===== src/rtl/if_fetch_pkg.sv =====
// Shared definitions for the t1 instruction-fetch stage: datapath width,
// reset/bubble constants, the per-cycle fetch action and small helpers.
package if_fetch_pkg;

  localparam int                XLEN         = 32;
  localparam logic [XLEN-1:0]   RESET_PC_DEF = 32'h0000_0000;
  localparam logic [XLEN-1:0]   NOP_INST     = 32'h0000_0013;  // addi x0,x0,0

  // What the fetch stage does this cycle, in priority order.
  typedef enum logic [1:0] {
    ACT_REDIRECT,
    ACT_STALL,
    ACT_HALT,
    ACT_RUN
  } fetch_act_e;

  // Force a byte address onto a word boundary.
  function automatic logic [XLEN-1:0] word_align(input logic [XLEN-1:0] addr);
    return {addr[XLEN-1:2], 2'b00};
  endfunction

  // Resolve the control inputs: redirect > stall > halt > run.
  function automatic fetch_act_e select_act(input logic redirect, input logic stall,
                                            input logic halt);
    if (redirect)   return ACT_REDIRECT;
    else if (stall) return ACT_STALL;
    else if (halt)  return ACT_HALT;
    else            return ACT_RUN;
  endfunction

endpackage


===== src/rtl/if_fetch_pc_reg.sv =====
// Program counter for the fetch stage: PC register, +4 incrementer,
// redirect/stall/halt selection and the registered ROM chip enable.
// fetch_o flags the cycles in which the current ROM word is consumed.
module pc_reg
  import if_fetch_pkg::*;
#(
  parameter logic [XLEN-1:0] RESET_PC = RESET_PC_DEF
) (
  input  logic            clk_i,
  input  logic            rst_n_i,
  input  logic            stall_i,
  input  logic            redirect_i,
  input  logic [XLEN-1:0] redirect_pc_i,
  input  logic            halt_i,
  output logic [XLEN-1:0] pc_o,
  output logic            ce_o,
  output logic            fetch_o
);

  fetch_act_e      act;
  logic [XLEN-1:0] pc_q, pc_d;
  logic            ce_q, ce_d;

  assign act     = select_act(redirect_i, stall_i, halt_i);
  assign fetch_o = (act == ACT_RUN) && ce_q;
  assign pc_o    = pc_q;
  assign ce_o    = ce_q;

  // Next PC and chip enable from the resolved action.
  always_comb begin
    // NOTE: every combinational output gets a default first so no path
    // through the case leaves it unassigned, which would infer a latch.
    pc_d = pc_q;
    ce_d = ce_q;
    unique case (act)
      ACT_REDIRECT: begin
        pc_d = word_align(redirect_pc_i);
        ce_d = ~halt_i;
      end
      ACT_STALL: ;
      ACT_HALT:  ce_d = 1'b0;
      ACT_RUN: begin
        ce_d = 1'b1;
        // Wraps modulo 2^XLEN; the ROM aliases the high bits.
        if (ce_q) pc_d = pc_q + XLEN'(4);
      end
      default: ;
    endcase
  end

  // PC and chip-enable state.
  always_ff @(posedge clk_i or negedge rst_n_i) begin
    // NOTE: sequential state uses non-blocking assignment so every flop
    // samples the pre-edge values, independent of block ordering.
    if (!rst_n_i) begin
      pc_q <= RESET_PC;
      ce_q <= 1'b0;
    end else begin
      pc_q <= pc_d;
      ce_q <= ce_d;
    end
  end

endmodule


===== src/rtl/if_fetch.sv =====
// Instruction-fetch initiator for the t1 core. Drives the combinational ROM
// (ce_o/addr_o) through pc_reg and registers the returned word with its PC
// into the IF/ID pipeline register.
// Optional feature: define IF_MISALIGN_CHK_EN to pulse misalign_o when a
// redirect target is not word aligned; otherwise misalign_o is tied to 0.
module if_fetch
  import if_fetch_pkg::*;
#(
  parameter logic [XLEN-1:0] RESET_PC = RESET_PC_DEF
) (
  input  logic            clk_i,
  input  logic            rst_n_i,
  input  logic            stall_i,
  input  logic            redirect_i,
  input  logic [XLEN-1:0] redirect_pc_i,
  input  logic            halt_i,
  output logic            ce_o,
  output logic [XLEN-1:0] addr_o,
  input  logic [XLEN-1:0] inst_i,
  output logic [XLEN-1:0] id_pc_o,
  output logic [XLEN-1:0] id_inst_o,
  output logic            id_valid_o,
  output logic            misalign_o
);

  logic [XLEN-1:0] pc;
  logic            fetch;

  logic [XLEN-1:0] id_pc_q, id_pc_d;
  logic [XLEN-1:0] id_inst_q, id_inst_d;
  logic            id_valid_q, id_valid_d;

  pc_reg #(
    .RESET_PC(RESET_PC)
  ) u_pc_reg (
    .clk_i        (clk_i),
    .rst_n_i      (rst_n_i),
    .stall_i      (stall_i),
    .redirect_i   (redirect_i),
    .redirect_pc_i(redirect_pc_i),
    .halt_i       (halt_i),
    .pc_o         (pc),
    .ce_o         (ce_o),
    .fetch_o      (fetch)
  );

  assign addr_o     = pc;
  assign id_pc_o    = id_pc_q;
  assign id_inst_o  = id_inst_q;
  assign id_valid_o = id_valid_q;

  // IF/ID next state: capture on fetch, hold on stall, otherwise insert a
  // bubble (redirect squash, halt, or chip enable not yet up).
  always_comb begin
    id_pc_d    = id_pc_q;
    id_inst_d  = id_inst_q;
    id_valid_d = id_valid_q;
    if (fetch) begin
      id_pc_d    = pc;
      id_inst_d  = inst_i;
      id_valid_d = 1'b1;
    end else if (redirect_i || !stall_i) begin
      id_inst_d  = NOP_INST;
      id_valid_d = 1'b0;
    end
  end

  // IF/ID pipeline register.
  always_ff @(posedge clk_i or negedge rst_n_i) begin
    if (!rst_n_i) begin
      id_pc_q    <= '0;
      id_inst_q  <= NOP_INST;
      id_valid_q <= 1'b0;
    end else begin
      id_pc_q    <= id_pc_d;
      id_inst_q  <= id_inst_d;
      id_valid_q <= id_valid_d;
    end
  end

`ifdef IF_MISALIGN_CHK_EN
  logic misalign_q;

  assign misalign_o = misalign_q;

  // One-cycle pulse, aligned with the PC update, for a misaligned target.
  always_ff @(posedge clk_i or negedge rst_n_i) begin
    if (!rst_n_i) misalign_q <= 1'b0;
    else          misalign_q <= redirect_i && (redirect_pc_i[1:0] != 2'b00);
  end
`else
  assign misalign_o = 1'b0;
`endif

endmodule


===== config.mk =====
export PLATFORM = sky130hd
export DESIGN_NAME = if_fetch
export DESIGN_NICKNAME = d
export VERILOG_FILES = /design/src/rtl/if_fetch_pkg.sv /design/src/rtl/if_fetch_pc_reg.sv /design/src/rtl/if_fetch.sv
export SDC_FILE = /design/constraint.sdc
export NUM_CORES = 1
export LEC_CHECK = 0
export BUFFER_PORTS_ARGS = -buffer_cell sky130_fd_sc_hd__buf_2
export CAP_MARGIN = 20
export CORE_MARGIN = 2
export CORE_UTILIZATION = 50
export DETAILED_ROUTE_END_ITERATION = 8
export PLACE_DENSITY = 0.81
export SETUP_SLACK_MARGIN = 0.05
export SYNTH_ARGS = -nofsm -noshare
export SYNTH_HDL_FRONTEND = slang
export SYNTH_SLANG_ARGS = --single-unit

===== constraint.sdc =====
create_clock -name clk_i -period 5.4 [get_ports clk_i]
set_clock_uncertainty 0.15 [all_clocks]
set_input_delay 1.35 -clock clk_i [delete_from_list [all_inputs] [get_ports clk_i]]
set_output_delay 1.35 -clock clk_i [all_outputs]
set_load 0.01 [all_outputs]

==> run_results.csv <==
group,metric,value,unit
cts,cts_resized,0,
power_and_ir_drop,vdd_drop_max,0.000137,V
timing,drv_slew,0,
placed_design,dp_hpwl,8.36,mm
cts,postCtsSetupBuffers,0,
setup_path,r2r_slack,2.97,ns
route,wl_per_cell,17.3,um
synth,avgSynthCellArea,10.6,sq um
layout,nets,639,
route,via_count,4071,
power_and_ir_drop,power.internal,1240,uW
timing,setup_viol,0,
power_and_ir_drop,power_density,344,nW/um^2
timing,slew_headroom,0.419,
synth,synth_top_flop_cell,"dfrtp_1",
route,wirelength,11.8,mm
setup_path,slowest_stage,"or3_1",
cts,clk_path_buf_depth,2,
cts,hold_buffers,0,
die,dieArea,9750,sq um
setup_path,required,5.49,ns
placed_design,io_buffers,160,
synth,synth_area,4490,sq um
route,wl_met3,1.12,mm
route,route.layer.met1.wl,4.73,mm
timing,period_needed,3.31,ns
route,dr.pass1.iters,5,
die,die_x,98.7,um
timing,setup_tns,0,ns
synth,synth_edf_count,0,
setup_path,crit_path_end_kind,"flop",
power_and_ir_drop,switching_power,666,uW
route,viasPerCell,5.98,
die,num_rows,34,
cts,clockRootBuffer,"clkbuf_8",
die,die_y,98.7,um
power_and_ir_drop,switching_share,0.350,
die,fp.coreArea,8720,sq um
global_routing,track_usage,0.241,
synth,synth_cell_types,57,
cts,cts_num_sinks,94,
synth,synthCells,423,
global_routing,overflow,0,
cts,clk_pin_slew,0.09,ns
synth,ys_ff_latch,94,
layout,fin_area,5540,sq um
setup_path,path_cells,"buf_2 -> inv_1 -> a21oi_1 -> ha_2 -> nand2_1 -> or3_1 -> nor4_1 -> a211oi_1",
setup_path,worstSetupPathType,"input port to flop",
timing,hold_viol,0,
route,wl_met2,5.72,mm
die,io_pins,168,
setup_path,cp.arrival,3.40,ns
synth,ys_seq_area_frac,0.525,
job,max-cap-violations,0,
cts,cts-buffers-inserted,9,
layout,antenna_cells,0,
status,status,"finished clean",
timing,hold_ws,0.333,ns
timing,fin_crit_sh,0.612,
hold_path,hp-class,"flop to flop",
layout,layout-area-overhead-vs-synth,23.3,%
global_routing,grt_pass1_vias,3740,
cts,ctsHtreeMaxLevel,3,
route,ant_nets,0,
cts,tritoncts,"built",
power_and_ir_drop,p_seq_frac,0.504,
synth,yosys_warnings,0,
setup_path,cp_max_fo,21,
timing,rsz0062_at_grt,"false",
placed_design,gp_congestion,0.970,
power_and_ir_drop,combPwrFrac,0.259,
timing,fmaxAchievable,302,MHz
placed_design,placed_area,5330,sq um
synth,async_flop_share,1.00,
timing,tightestPinTransition,0.865,ns
setup_path,start_kind,"input port",
global_routing,antenna_found_initial,0,
global_routing,grt_first_pass_wirelength,19.0,mm
power_and_ir_drop,p_clk_frac,0.237,
global_routing,grt_max_degree,55,
cts,insertion_delay,0.37,ns
power_and_ir_drop,leakagePower,0.00260,uW
route,post-route-drc-count,0,
setup_path,cpPeakStageDelay,0.53,ns
die,start_util,0.515,
route,top_layer,"met4",
route,drt-initial-drc-count,221,
layout,drive_gt1_frac,0.394,
==> sequential cells by signal, summed over array words and instances, names as in the netlist <==
register,cells
id_pc_o,30
u_pc_reg.pc_o,30
id_valid_o,1
u_pc_reg.ce_o,1
id_inst_o,32
==> path summary, 6_finish.rpt <==
path / start / endpoint / cells after the start
min reg2reg: id_pc_o[30]$_DFFE_PN0P_ / id_pc_o[30]$_DFFE_PN0P_ / 2
max reg2reg: u_pc_reg.pc_o[2]$_DFFE_PN0P_ / u_pc_reg.pc_o[24]$_DFFE_PN0P_ / 5
min: id_pc_o[30]$_DFFE_PN0P_ / id_pc_o[30]$_DFFE_PN0P_ / 2
max in group asynchronous: rst_n_i / u_pc_reg.pc_o[18]$_DFFE_PN0P_ / 2
min in group asynchronous: rst_n_i / id_pc_o[24]$_DFFE_PN0P_ / 1
max: stall_i / u_pc_reg.pc_o[21]$_DFFE_PN0P_ / 8
==> power groups by stage <==
stage          logic [uW]  clock network (uW)  registers, uW
5_1_grt               542                 496            983
4_1_cts               498                 463            960
3_5_place_dp          498                   0            973
3_3_place_gp          484                   0            964
2_1_floorplan         225                   0           1010
6_report              493                 452            960
==> layer usage <==
layer | track usage | up-vias
li1 | - | 1895
met2 | 0.379 | 236
met3 | 0.0624 | 20
met4 | 0.0748 | 0
met1 | 0.329 | 1920
met5 | 0 | -
==> layout by cell type (no fill, tap or decap), types with 9 or more instances in the layout <==
cell | netlist | final
a21oi_1 | 29 | 29
a22o_1 | 29 | 29
buf_2 | 5 | 159
clkbuf_8 | 0 | 9
dfrtp_1 | 91 | 91
mux2_2 | 27 | 27
nand2_1 | 28 | 28
nand3_1 | 14 | 14
nand4_1 | 12 | 12
nor2_1 | 23 | 20
nor3_1 | 9 | 9
nor4_1 | 9 | 9
o21ai_0 | 18 | 18
==> cells by family (layout without fill, tap and decap cells) <==
group | count (synthesis) | after routing | synth area share
compound gates | 120 | 120 | 0.189
fa+ha+maj | 2 | 2 | 0.00557
buf+inv | 41 | 187 | 0.0399
flops | 94 | 94 | 0.525
mux | 28 | 28 | 0.0700
other cells | 1 | 5 | 0.000836
simple gates | 137 | 137 | 0.170
==> through the flow <==
stage / total power, uW / std cells / setup WS (ns) / utilization
6_report: 1900 / 681 / 2.09 / 0.635
5_1_grt: 2020 / 681 / 1.92 / 0.635
3_3_place_gp: 1450 / 664 / 1.45 / 0.611
3_5_place_dp: 1470 / 664 / 1.33 / 0.611
4_1_cts: 1920 / 680 / 1.72 / 0.633
2_1_floorplan: 1230 / 427 / 2.30 / -
==> final cells by class <==
| type | instances | area [sq um] |
|---|---|---|
| multi-input combinational | 292 | 1980 |
| timing repair buffer | 166 | 856 |
| tap | 108 | 135 |
| clock buffer | 9 | 124 |
| fill | 720 | 3190 |
| inverter | 5 | 18.8 |
| clock inverter | 7 | 67.6 |
| sequential | 94 | 2360 |
==> synthesized netlist by cell type, types with 3 or more instances <==
cell type | n | share of area
nand4_1 | 12 | 0.017
or3_1 | 7 | 0.0098
a21oi_1 | 29 | 0.032
nand3_1 | 14 | 0.016
dfrtp_1 | 91 | 0.51
a211oi_1 | 5 | 0.0084
mux2_2 | 27 | 0.068
nor3_1 | 9 | 0.010
a22o_1 | 29 | 0.057
o41ai_1 | 3 | 0.0059
buf_4 | 5 | 0.0084
and4_1 | 5 | 0.0098
a2bb2oi_1 | 4 | 0.0078
or4_1 | 3 | 0.0050
o22a_1 | 4 | 0.0078
nor2_1 | 23 | 0.019
nand2b_1 | 3 | 0.0042
buf_2 | 5 | 0.0056
nand2_1 | 28 | 0.023
a311oi_1 | 4 | 0.0078
dfstp_2 | 3 | 0.018
nor3b_1 | 5 | 0.0084
o21ai_0 | 18 | 0.020
clkbuf_1 | 25 | 0.021
inv_1 | 5 | 0.0042
and3_1 | 4 | 0.0056
o22ai_1 | 7 | 0.0098
nor4_1 | 9 | 0.013
a41o_1 | 3 | 0.0067
==> critical path: cells and delay by family <==
kind	cells	cell delay, ns
simple gates	3	1.24
compound gates	2	0.21
fa+ha+maj	1	0.43
buf+inv	2	0.16
Note: power is estimated with default switching activity, not from simulation.
